[src/rtl/pipeline_flush_ctrl.sv]
// Hazard and flush controller for the pipelined MIPS datapath.
//
// Drives the FlushRegisters inputs of the inter-stage registers and the stall
// enables of the PC and IF/ID register. State updates on the rising edge, so the
// outputs are settled before the pipeline registers sample on the falling edge.
//
// Ports:
//   clk, Reset                 clock, asynchronous active-high reset
//   ID_Rs, ID_Rt               source specifiers of the instruction in ID
//   EX_Rt, EX_MemRead          destination specifier / load flag of the instruction in EX
//   BranchTaken, Jump          control-flow redirects (branch in EX, jump in ID)
//   Exception                  exception raised in EX/MEM
//   StallPC, StallIF_ID        hold the PC / IF/ID register
//   FlushIF_ID/ID_EX/EX_MEM    flush controls for the inter-stage registers
//   ExceptionAck               one-cycle acknowledge of an accepted exception
module pipeline_flush_ctrl #(
    parameter int unsigned BRANCH_FLUSH_CYCLES = 2,
    parameter int unsigned REG_W               = 5
) (
    input  logic             clk,
    input  logic             Reset,
    input  logic [REG_W-1:0] ID_Rs,
    input  logic [REG_W-1:0] ID_Rt,
    input  logic [REG_W-1:0] EX_Rt,
    input  logic             EX_MemRead,
    input  logic             BranchTaken,
    input  logic             Jump,
    input  logic             Exception,
    output logic             StallPC,
    output logic             StallIF_ID,
    output logic             FlushIF_ID,
    output logic             FlushID_EX,
    output logic             FlushEX_MEM,
    output logic             ExceptionAck
);

    typedef enum logic [2:0] {
        StRun    = 3'd0,
        StStall  = 3'd1,
        StBflush = 3'd2,
        StJflush = 3'd3,
        StExc    = 3'd4
    } state_e;

    // The counter holds the number of BFLUSH cycles still to come after this one.
    localparam logic [2:0] CntLoad = 3'(BRANCH_FLUSH_CYCLES - 1);

    state_e     state_q, state_d;
    logic [2:0] cnt_q, cnt_d;
    logic       load_use;

    // r0 is hard-wired zero, so a load targeting it can never create a hazard.
    assign load_use = EX_MemRead && (EX_Rt != '0) && ((EX_Rt == ID_Rs) || (EX_Rt == ID_Rt));

    // State register
    always_ff @(posedge clk or posedge Reset) begin
        if (Reset) begin
            state_q <= StRun;
            cnt_q   <= 3'd0;
        end else begin
            state_q <= state_d;
            cnt_q   <= cnt_d;
        end
    end

    // Next-state logic, first match wins
    always_comb begin
        state_d = StRun;
        cnt_d   = 3'd0;
        if (Exception) begin
            state_d = StExc;
        end else if (BranchTaken) begin
            state_d = StBflush;
            cnt_d   = CntLoad;
        end else if (state_q == StBflush && cnt_q != 3'd0) begin
            // ID holds flushed garbage here, so Jump and load-use are not looked at.
            state_d = StBflush;
            cnt_d   = cnt_q - 3'd1;
        end else if (Jump) begin
            state_d = StJflush;
        end else if (load_use && state_q != StStall) begin
            // One bubble resolves the hazard; the same load must not stall twice.
            state_d = StStall;
        end
    end

    // Output decode
    always_comb begin
        StallPC      = 1'b0;
        StallIF_ID   = 1'b0;
        FlushIF_ID   = 1'b0;
        FlushID_EX   = 1'b0;
        FlushEX_MEM  = 1'b0;
        ExceptionAck = 1'b0;
        unique case (state_q)
            StStall: begin
                StallPC    = 1'b1;
                StallIF_ID = 1'b1;
                FlushID_EX = 1'b1;
            end
            StBflush: begin
                FlushIF_ID = 1'b1;
                FlushID_EX = 1'b1;
            end
            StJflush: begin
                FlushIF_ID = 1'b1;
            end
            StExc: begin
                FlushIF_ID   = 1'b1;
                FlushID_EX   = 1'b1;
                FlushEX_MEM  = 1'b1;
                ExceptionAck = 1'b1;
            end
            default: ;
        endcase
    end

endmodule

[config.mk]
export PLATFORM = sky130hd
export DESIGN_NAME = pipeline_flush_ctrl
export DESIGN_NICKNAME = d
export VERILOG_FILES = /design/src/rtl/pipeline_flush_ctrl.sv
export SDC_FILE = /design/constraint.sdc
export NUM_CORES = 1
export LEC_CHECK = 0
export ABC_AREA = 0
export BUFFER_PORTS_ARGS = -buffer_cell sky130_fd_sc_hd__buf_4
export CORE_AREA = 2 2 39 41
export DETAILED_ROUTE_END_ITERATION = 6
export DIE_AREA = 0 0 41 43
export GPL_ROUTABILITY_DRIVEN = 0
export SYNTH_ARGS = -nofsm -noshare
export SYNTH_HDL_FRONTEND = slang
export SYNTH_SLANG_ARGS = --single-unit
[constraint.sdc]
create_clock -name clk -period 1.59 [get_ports clk]
set_input_delay 0.318 -clock clk [delete_from_list [all_inputs] [get_ports clk]]
set_output_delay 0.318 -clock clk [all_outputs]
set_load 0.01 [all_outputs]
[Yosys cells after proc, flatten, opt, wreduce, memory -nomap -nowiden]
Cells that the tools add are included.
Operators by class
  $add $sub $neg: 1
  eq/ne operators: 7
  muxes and demuxes: 12
  reductions and logical operators: 9
Operator list (number)
  $mux 3: 4
  $eq 5x5->1: 2
  $eq 3x2->1 const B: 2
  $mux 2: 3
  $reduce_or 3->1: 2
  $mux 1: 5
  $reduce_bool 5->1: 1
  $logic_and 1x1->1: 4
  $eq 3x1->1 const B: 1
  $eq 3x3->1 const B: 1
  $ne 3x1->1 const B: 1
  $reduce_bool 3->1: 1
  $sub 3x1->3 const B: 1
  $logic_or 1x1->1: 1
Word-level totals
  register bits: 6
  input bits: 21
  output and inout port bits: 6
  word-level logic and storage cells: 31

[Logic depth before layout (Yosys ltp)]
Gate-level depths: netlist of run 1.
  word-level depth: 9
  depth in mapped cells: 7
  gate-level depth less buffers: 7

[Worst setup path after synthesis of run 1]
Ideal clock, no wire load.
  path kind: flip-flop to flip-flop
  from: register cnt_q[0]
  to: register state_q[0]
  setup time: 124 ps
  data arrival time: 1311 ps
  required time: 1466 ps
  slack: 155 ps
  cell stages (with the launch flop): 8
  path buffers: 0
  period minus slack after synthesis: 1435 ps
  cells stage by stage: dfrtp_1 -> inv_1 -> ha_1 -> ha_1 -> nor4b_1 -> nor3_1 -> o2111ai_1 -> o21ai_1
Between the ends
  word-level cells in the longest chain between the ends: 5
RTL lines
  start: declaration: RTL line 49  | logic [2:0] cnt_q, cnt_d;
  start signal: assignment: RTL line 62  | cnt_q <= cnt_d;
  $reduce_bool 3->1: RTL line 75  | end else if (state_q == StBflush && cnt_q != 3'd0) begin
  $logic_and 1x1->1: RTL line 75
  $mux 2: RTL line 75
  $mux 2: RTL line 72  | end else if (BranchTaken) begin
  $mux 3: RTL line 70  | if (Exception) begin
  named net state_d[0]: RTL line 48  | state_e state_q, state_d;
  end signal: assignment: RTL line 58  | state_q <= StRun;
  end signal: assignment: RTL line 61  | state_q <= state_d;
  end: declaration: RTL line 48
The timed path passes the listed nets, and every way through them passes these cells.

[Worst setup path after layout of run 1]
  from: register state_q[1]
  to: output FlushID_EX
Between the ends
  word-level cells in the longest chain between the ends: 3
  elaborated cells on any way between the ends: 5
  those cells by class: eq/ne (3); mux (1); reduce/logical (1)
RTL lines
  $eq 3x2->1, or another cell as far along: RTL line 95  | unique case (state_q)
  $reduce_or 3->1 (no source line) *
  $mux 1 *: RTL line 95
  end: declaration: RTL line 32  | output logic FlushID_EX,
Mark *: on every way between the ends. The rest lies on a longest branch, timed or not.

==> summary.txt, run 1 <==
Floorplanning
  – Die Ht: 43 um
  – Num rows: 14
  – Starting Density: 0.3210
  – Core area: 1384 um2
  – I/O pin cnt: 27
  – Die X: 41 um
  – DIE AREA: 1763 um2

Clock tree
  – Clk slew on worst S/H paths: 50 ps
  – Max Root-Sink Buffers: 2
  – Inserted Clock Buffers: 3
  – H-tree levels: 1
  – Clock sink total: 6
  – CTS tree: yes
  – Clock Latency Late Sink: 260 ps
  – Clock root cell: clkbuf_4

STA
  – Worst Max-Slew Pin Slew: 251.8 ps
  – Tmin final: 1554 ps
  – Final setup vio count: 0
  – Hold WS: 197.1 ps
  – Max-slew violations: 0
  – Worst slew margin: 0.8317
  – PnR worst setup slack: 35.71 ps
  – Final count of hold timing violations: 0
  – Final setup skew: 4.404 ps
  – Upper clock frequency limit: 643.4 MHz
  – Tcrit/Tclk final: 0.9775

Detailed routing
  – Routed WL per cell: 10.18 um
  – Vias: 438
  – Via/cell ratio: 4.515
  – Pre-antenna DRT Iters: 4
  – DR DRC count: 0
  – 1st-iter DRT viols: 1
  – Post-route ant nets: 0
  – Wirelength, routed: 987 um

Synth
  – Syn Area/Cell: 8.542 um2
  – Post-synth cell types: 18
  – Top cells by count, synth: 11 x xor2_1, 8 x nor2_1, 6 x dfrtp_1, 6 x inv_1, 4 x nor3_1
  – Synth Instances: 52
  – Post-synth EDFFs: 0
  – Sequential element share of the synthesized area: 0.3380
  – Synth area leaders: dfrtp_1 34%, xor2_1 22%, nor2_1 6.8%
  – Synth warn: 0
  – #FFs+latches synth: 6
  – Area leader, netlist: dfrtp_1
  – Mapped Area: 444.2 um2
  – Count leader, synth: xor2_1
  – Post-synthesis net count: 75
  – Synth async-reset ratio: 1.000
  – Post-synth top area share: 0.3380
  – Most used DFF post-synth: dfrtp_1

Critical path
  – Slowest cell on crit path: dfrtp_2
  – Crit-path cells: xor2_1 -> mux2_2 -> buf_6
  – Crit path kind: reg -> out
  – Worst EP arrival: 1240 ps
  – Crit Path Max Fanout: 6
  – Crit-path max cell delay: 440 ps
  – Startpoint Class: flop
  – CP Data Required Time: 1270 ps
  – Reg2reg path depth: 7
  – R2R Path End: cnt_q[1]$_DFF_PP0_
  – R2R setup slack: 130 ps
  – Worst setup path startpoint: state_q[1]$_DFF_PP0_
  – Critical Path End Type: output pin
  – Worst reg2reg path startpoint: cnt_q[0]$_DFF_PP0_
  – Critical path endpoint: FlushID_EX

Pwr
  – Switching share of power: 0.2889
  – Sequential power share: 0.365
  – Psw: 131.5 uW
  – Logic pwr share: 0.288
  – Cell Int Power: 323.7 uW
  – PwrDens: 649.6 nW/um2
  – VDD IR-drop max: 324.7 uV
  – Clock power share: 0.347
  – Leakage: 0.0003605 uW

Cells and area
  – Layout cells sized above 1: 0.4198
  – Number of diodes: 0
  – Final core occ: 0.5063
  – Final Non-Filler Cells: 97
  – Area Growth Syn to Fin: 57.75%
  – Final net count: 106
  – Fillers: 138

Placement
  – DP Wirelength: 781.2 um
  – Cells after DPL: 92
  – Place WS: 34.82 ps
  – Input/output buffers: 26

Min path
  – Hold/Removal Path Class: in -> reg
  – Worst hold start: Exception

Run
  – Max Cap Viol: 0

Global route
  – Vias in the first global route: 420
  – First-pass GRT wire length: 1.593 mm
  – GRT Total Usage: 0.1404
  – Largest net degree at the start of global routing: 7
  – Initial antenna violation count: 0
  – Grt total ovfl: 0

Run status
  – Outcome: completed
[cells by family after synthesis]
family,count (synthesis),share of synthesized area
AOI/OAI and AO/OA,6,0.08733
xor gates and xnor gates,11,0.2169
adders and majority gates,2,0.05633
buffers and inverters,8,0.08449
DFF,6,0.3380
muxes,1,0.02535
and+or+nand+nor,18,0.1916
[cells in the final DEF (no fill, tap or decap), types with 2 or more instances in the layout]
| master | instances |
|---|---|
| a21oi_1 | 2 |
| buf_4 | 26 |
| clkbuf_4 | 3 |
| dfrtp_1 | 5 |
| ha_1 | 2 |
| inv_1 | 6 |
| nand2_1 | 2 |
| nor2_1 | 8 |
| nor3_1 | 3 |
| xor2_1 | 11 |
[layer usage]
metal | up-vias | global-route usage | share of wire
met1 | 188 | 0.1607 | 0.38
met4 | 0 | 0.1400 | 0.034
met5 | - | 0 | 0
met3 | 4 | 0.01571 | 0.071
li1 | 228 | - | -
met2 | 18 | 0.2063 | 0.51
[power groups by stage]
stage	Combinational [uW]	Clock (uW)	Sequential, uW
6_report	131	158	166
5_1_grt	146	167	167
4_1_cts	126	159	165
3_5_place_dp	123	0	168
3_3_place_gp	122	0	168
2_1_floorplan	57.1	0	166
[metrics by stage]
stage                     setup TNS [ps]  power [uW]  area (um2)
final                                  0       455.2       700.7
after global routing              -8.809       479.8       700.7
after CTS                              0       449.8       676.9
after detailed placement               0       291.4       644.4
after global placement                 0       290.0       644.4
after floorplan                        0       223.6       444.2
[worst min-delay path by stage]
stage                                 endpoint  slack [ps]  depth (start not counted)
after floorplan             cnt_q[0]$_DFF_PP0_         110                          1
after global placement    state_q[2]$_DFF_PP0_         250                          2
after detailed placement  state_q[2]$_DFF_PP0_         260                          2
after CTS                 state_q[2]$_DFF_PP0_         200                          1
after global routing      state_q[2]$_DFF_PP0_         200                          1
final                     state_q[2]$_DFF_PP0_         200                          1
[layout make-up]
type                       count  area, um2  area share
sequential                     6      151.4      0.2161
tap                           16      20.02     0.02857
timing repair buffer          28      216.5      0.3089
inverter                       6      22.52     0.03214
multi-input combinational     38      267.8      0.3821
clock buffer                   3      22.52     0.03214
[state kept, by name, summed over array words and instances, names as in the netlist]
register / count
state_q: 3
cnt_q: 3
[worst max-delay path, delay by kind of cell (launching register included)]
family	cells	cell delay (ps)
flip-flops	1	440
buffers and inverters	1	120
XOR/XNOR	1	150
multiplexers	1	270
[repair_timing]
action	in CTS	in global routing
hold buffers	1	0
endpoints found under the setup margin	0	3
buffers inserted	0	1
hold endpoints to repair	6	0
gates resized for setup	0	4
(Power assumes the default switching activity.)
==> run 2, diff against run 1 <==
Settings changed: ABC_AREA 0 to 1, ABC_CLOCK_PERIOD_IN_PS set to 1590, PLACE_DENSITY set to 0.7, TNS_END_PERCENT set to 5.
==> run 2 against run 1 <==
  * Sequential share of layout area decreased by 1.7 points
  * Critical endpoint unchanged
  * Largest power group unchanged
  * Clock skew decreased by 0.95 ps
  * Sequential power about the same
  * Sequential cell count unchanged
  * Clock power decreased by 15%
  * Critical path type unchanged
  * Wire length decreased by 0.41%
==> summary.txt, run 2 <==
Critical path
  – R2R Path End: state_q[0]$_DFF_PP0_
  – Worst reg2reg path startpoint: cnt_q[0]$_DFF_PP0_
  – R2R setup slack: 430 ps (+300 ps)
  – Worst EP arrival: 1270 ps (+30 ps)
  – Critical Path End Type: output pin
  – Startpoint Class: flop
  – Crit Path Max Fanout: 3 (-3)
  – Crit path kind: reg -> out
  – CP Data Required Time: 1270 ps (about the same)
  – Reg2reg path depth: 7 (unchanged)

STA
  – Final count of hold timing violations: 0 (unchanged)
  – Worst slew margin: 0.8398 (+0.008072)
  – Tcrit/Tclk final: 0.9970 (+0.01946)
  – Max-slew violations: 0 (unchanged)
  – Final setup vio count: 0 (unchanged)
  – Final setup skew: 3.454 ps (-0.9506 ps)
  – Worst Max-Slew Pin Slew: 239.4 ps (-12.34 ps)
  – Upper clock frequency limit: 630.8 MHz (-2.0%)
  – RSZ-0062 raised after global routing: yes
  – Tmin final: 1585 ps (+30.94 ps)

Cells and area
  – Design Area, Final: 753.2 um2 (+7.5%)
  – Most frequent cells in the layout: 29 x nand2_1, 25 x buf_4, 17 x inv_1
  – Top Registers: cnt_q x3, state_q x3
  – Final Non-Filler Cells: 132 (+36%)
  – Final core occ: 0.5443 (+0.03797)
  – Number of diodes: 0 (unchanged)
  – Area Growth Syn to Fin: 45.76%
  – Layout cells sized above 1: 0.3103 (-0.1094)
  – Final net count: 141 (+33%)
  – Commonest non-fill, non-tap cell in the layout: nand2_1

Pwr
  – Total power draw: 434.6 uW (-4.5%)
  – Leakage: 0.0004621 uW (+28%)
  – PwrDens: 577.0 nW/um2 (-11%)
  – VDD IR-drop max: 232.6 uV (-28%)

Min path
  – Hold/Removal Path Class: in -> reg
  – Worst hold start: Exception
  – Min-Delay Endpoint: state_q[2]$_DFF_PP0_
  – Hold Path Stages: 1 (unchanged)

Synth
  – Mapped Area: 516.7 um2 (+16%)
  – Synth area leaders: dfrtp_1 29%, nand2_1 21%, inv_1 12%
  – #FFs+latches synth: 6 (unchanged)
  – Post-synthesis net count: 111 (+48%)
  – Top cells by count, synth: 29 x nand2_1, 17 x inv_1, 11 x nor2_1
  – Area leader, netlist: dfrtp_1
  – Synth Instances: 88 (+69%)
  – Synth async-reset ratio: 1.000 (unchanged)
  – Most used DFF post-synth: dfrtp_1
  – Count leader, synth: nand2_1
  – Synth warn: 0 (unchanged)
  – Post-synth cell types: 17 (-1)
  – Sequential element share of the synthesized area: 0.2906 (-0.04747)
  – Post-synth top area share: 0.2906 (-0.04747)
  – Syn Area/Cell: 5.872 um2 (-31%)
  – Post-synth EDFFs: 0 (unchanged)

Placement
  – Cells after DPL: 128 (+39%)
  – DP Wirelength: 878.3 um (+12%)
  – Input/output buffers: 26 (unchanged)
  – DP Area: 716.9 um2 (+11%)

Floorplanning
  – DIE AREA: 1763 um2 (unchanged)
  – Core area: 1384 um2 (unchanged)
  – Die X: 41 um (unchanged)
  – I/O pin cnt: 27 (unchanged)
  – Die Ht: 43 um (unchanged)
  – Starting Density: 0.3734 (+0.05244)
  – Num rows: 14 (unchanged)

Detailed routing
  – Wirelength, routed: 983 um (-0.41%)
  – Pre-antenna DRT Iters: 2 (-2)
  – Post-route ant nets: 0 (unchanged)
  – Routed WL per cell: 7.447 um (-27%)
  – Via/cell ratio: 4.258 (-5.7%)
  – Vias: 562 (+28%)
  – DR DRC count: 0 (unchanged)
  – 1st-iter DRT viols: 3 (+2)

Run
  – Max Cap Viol: 0 (unchanged)

Global route
  – Grt total ovfl: 0 (unchanged)
  – Vias in the first global route: 508 (+21%)
  – First-pass GRT wire length: 1.745 mm (+9.5%)
  – GRT Total Usage: 0.1407 (+0.0002842)
  – Initial antenna violation count: 0 (unchanged)
  – Largest net degree at the start of global routing: 7 (unchanged)

Clock tree
  – Clock Latency Late Sink: 240 ps (-20 ps)
  – Clk slew on worst S/H paths: 40 ps (about the same)
  – CTS tree: yes
  – Setup bufs post-CTS: 0 (unchanged)
  – Clock root cell: clkbuf_4
  – H-tree levels: 1 (unchanged)
  – Inserted Clock Buffers: 3 (unchanged)
  – Clock sink total: 6 (unchanged)
  – Max Root-Sink Buffers: 2 (unchanged)

Run status
  – Outcome: completed
-- run 2: cell count changes after synthesis, sizes merged, moves of 2 or more --
cell,change
inv,+16
nand2,+28
nand3,+3
nor2,+3
nor3,-2
xnor2,+2
xor2,-11
-- run 2: repair_timing --
action,CTS,global route
pin swaps,2,1
hold buffers,1,0
endpoints found under the hold margin,6,0
setup endpoints to repair,1,1
gates resized for setup,1,0
-- run 2: layout make-up --
type                    count  area (um2)
clock buffers               3       22.52
fillers                   141       630.6
inverters                  23       86.33
multi-input cells          57       265.3
flip-flops and latches      6       150.1
well taps                  16       20.02
repair buffers             27       209.0
-- run 2: logic make-up (layout without fill, tap and decap cells) --
logic type | Yosys count | count (layout) | share of synthesized area
xor gates and xnor gates | 2 | 2 | 0.03390
AOI/OAI and AO/OA | 5 | 5 | 0.05811
and+or+nand+nor | 48 | 48 | 0.3729
DFF | 6 | 6 | 0.2905
buffers and inverters | 25 | 53 | 0.1961
adders and majority gates | 2 | 2 | 0.04842
-- run 2: per-layer routing --
metal	vias to the layer above	GRT usage	wire length, um
met5	-	0	0
met2	21	0.2375	501
met1	226	0.1551	396
met4	0	0.08000	11
li1	313	-	-
met3	2	0.02094	73
-- run 2: per-stage QoR --
step           setup TNS (ps)  hold slack, ps  worst slack (ps)
4_1_cts                     0           208.0             3.948
5_1_grt                -50.97           214.4            -50.97
6_report                    0           215.5             4.773
2_1_floorplan               0           109.0             357.3
3_5_place_dp                0           243.2             256.5
3_3_place_gp                0           246.2             274.2
-- run 2: critical path, stage by stage (launching register included) --
cell and delay [ps]:
dfrtp_1 350, inv_1 50, nand2_1 60, nor2_1 60
or3_1 380, buf_6 130
-- run 2: power by group --
| part | total (uW) | internal [uW] | leakage (uW) | switching (uW) |
|---|---|---|---|---|
| clock network | 135 | 85.0 | 0.0000138 | 50.0 |
| registers | 163 | 159 | 0.0000781 | 3.23 |
| logic | 137 | 73.6 | 0.000370 | 63.5 |
| total | 435 | 318 | 0.000462 | 117 |
-- run 2: worst max-delay path by stage --
stage / start / to / slack (ps) / cells past startpoint
finish: state_q[2]$_DFF_PP0_ / FlushID_EX / 5 / 5
floorplan: state_q[2]$_DFF_PP0_ / FlushID_EX / 360 / 3
detailed placement: state_q[2]$_DFF_PP0_ / FlushID_EX / 260 / 5
global placement: state_q[2]$_DFF_PP0_ / FlushID_EX / 270 / 5
global route: state_q[2]$_DFF_PP0_ / FlushID_EX / -50 / 5
CTS: state_q[2]$_DFF_PP0_ / FlushID_EX / 4 / 4
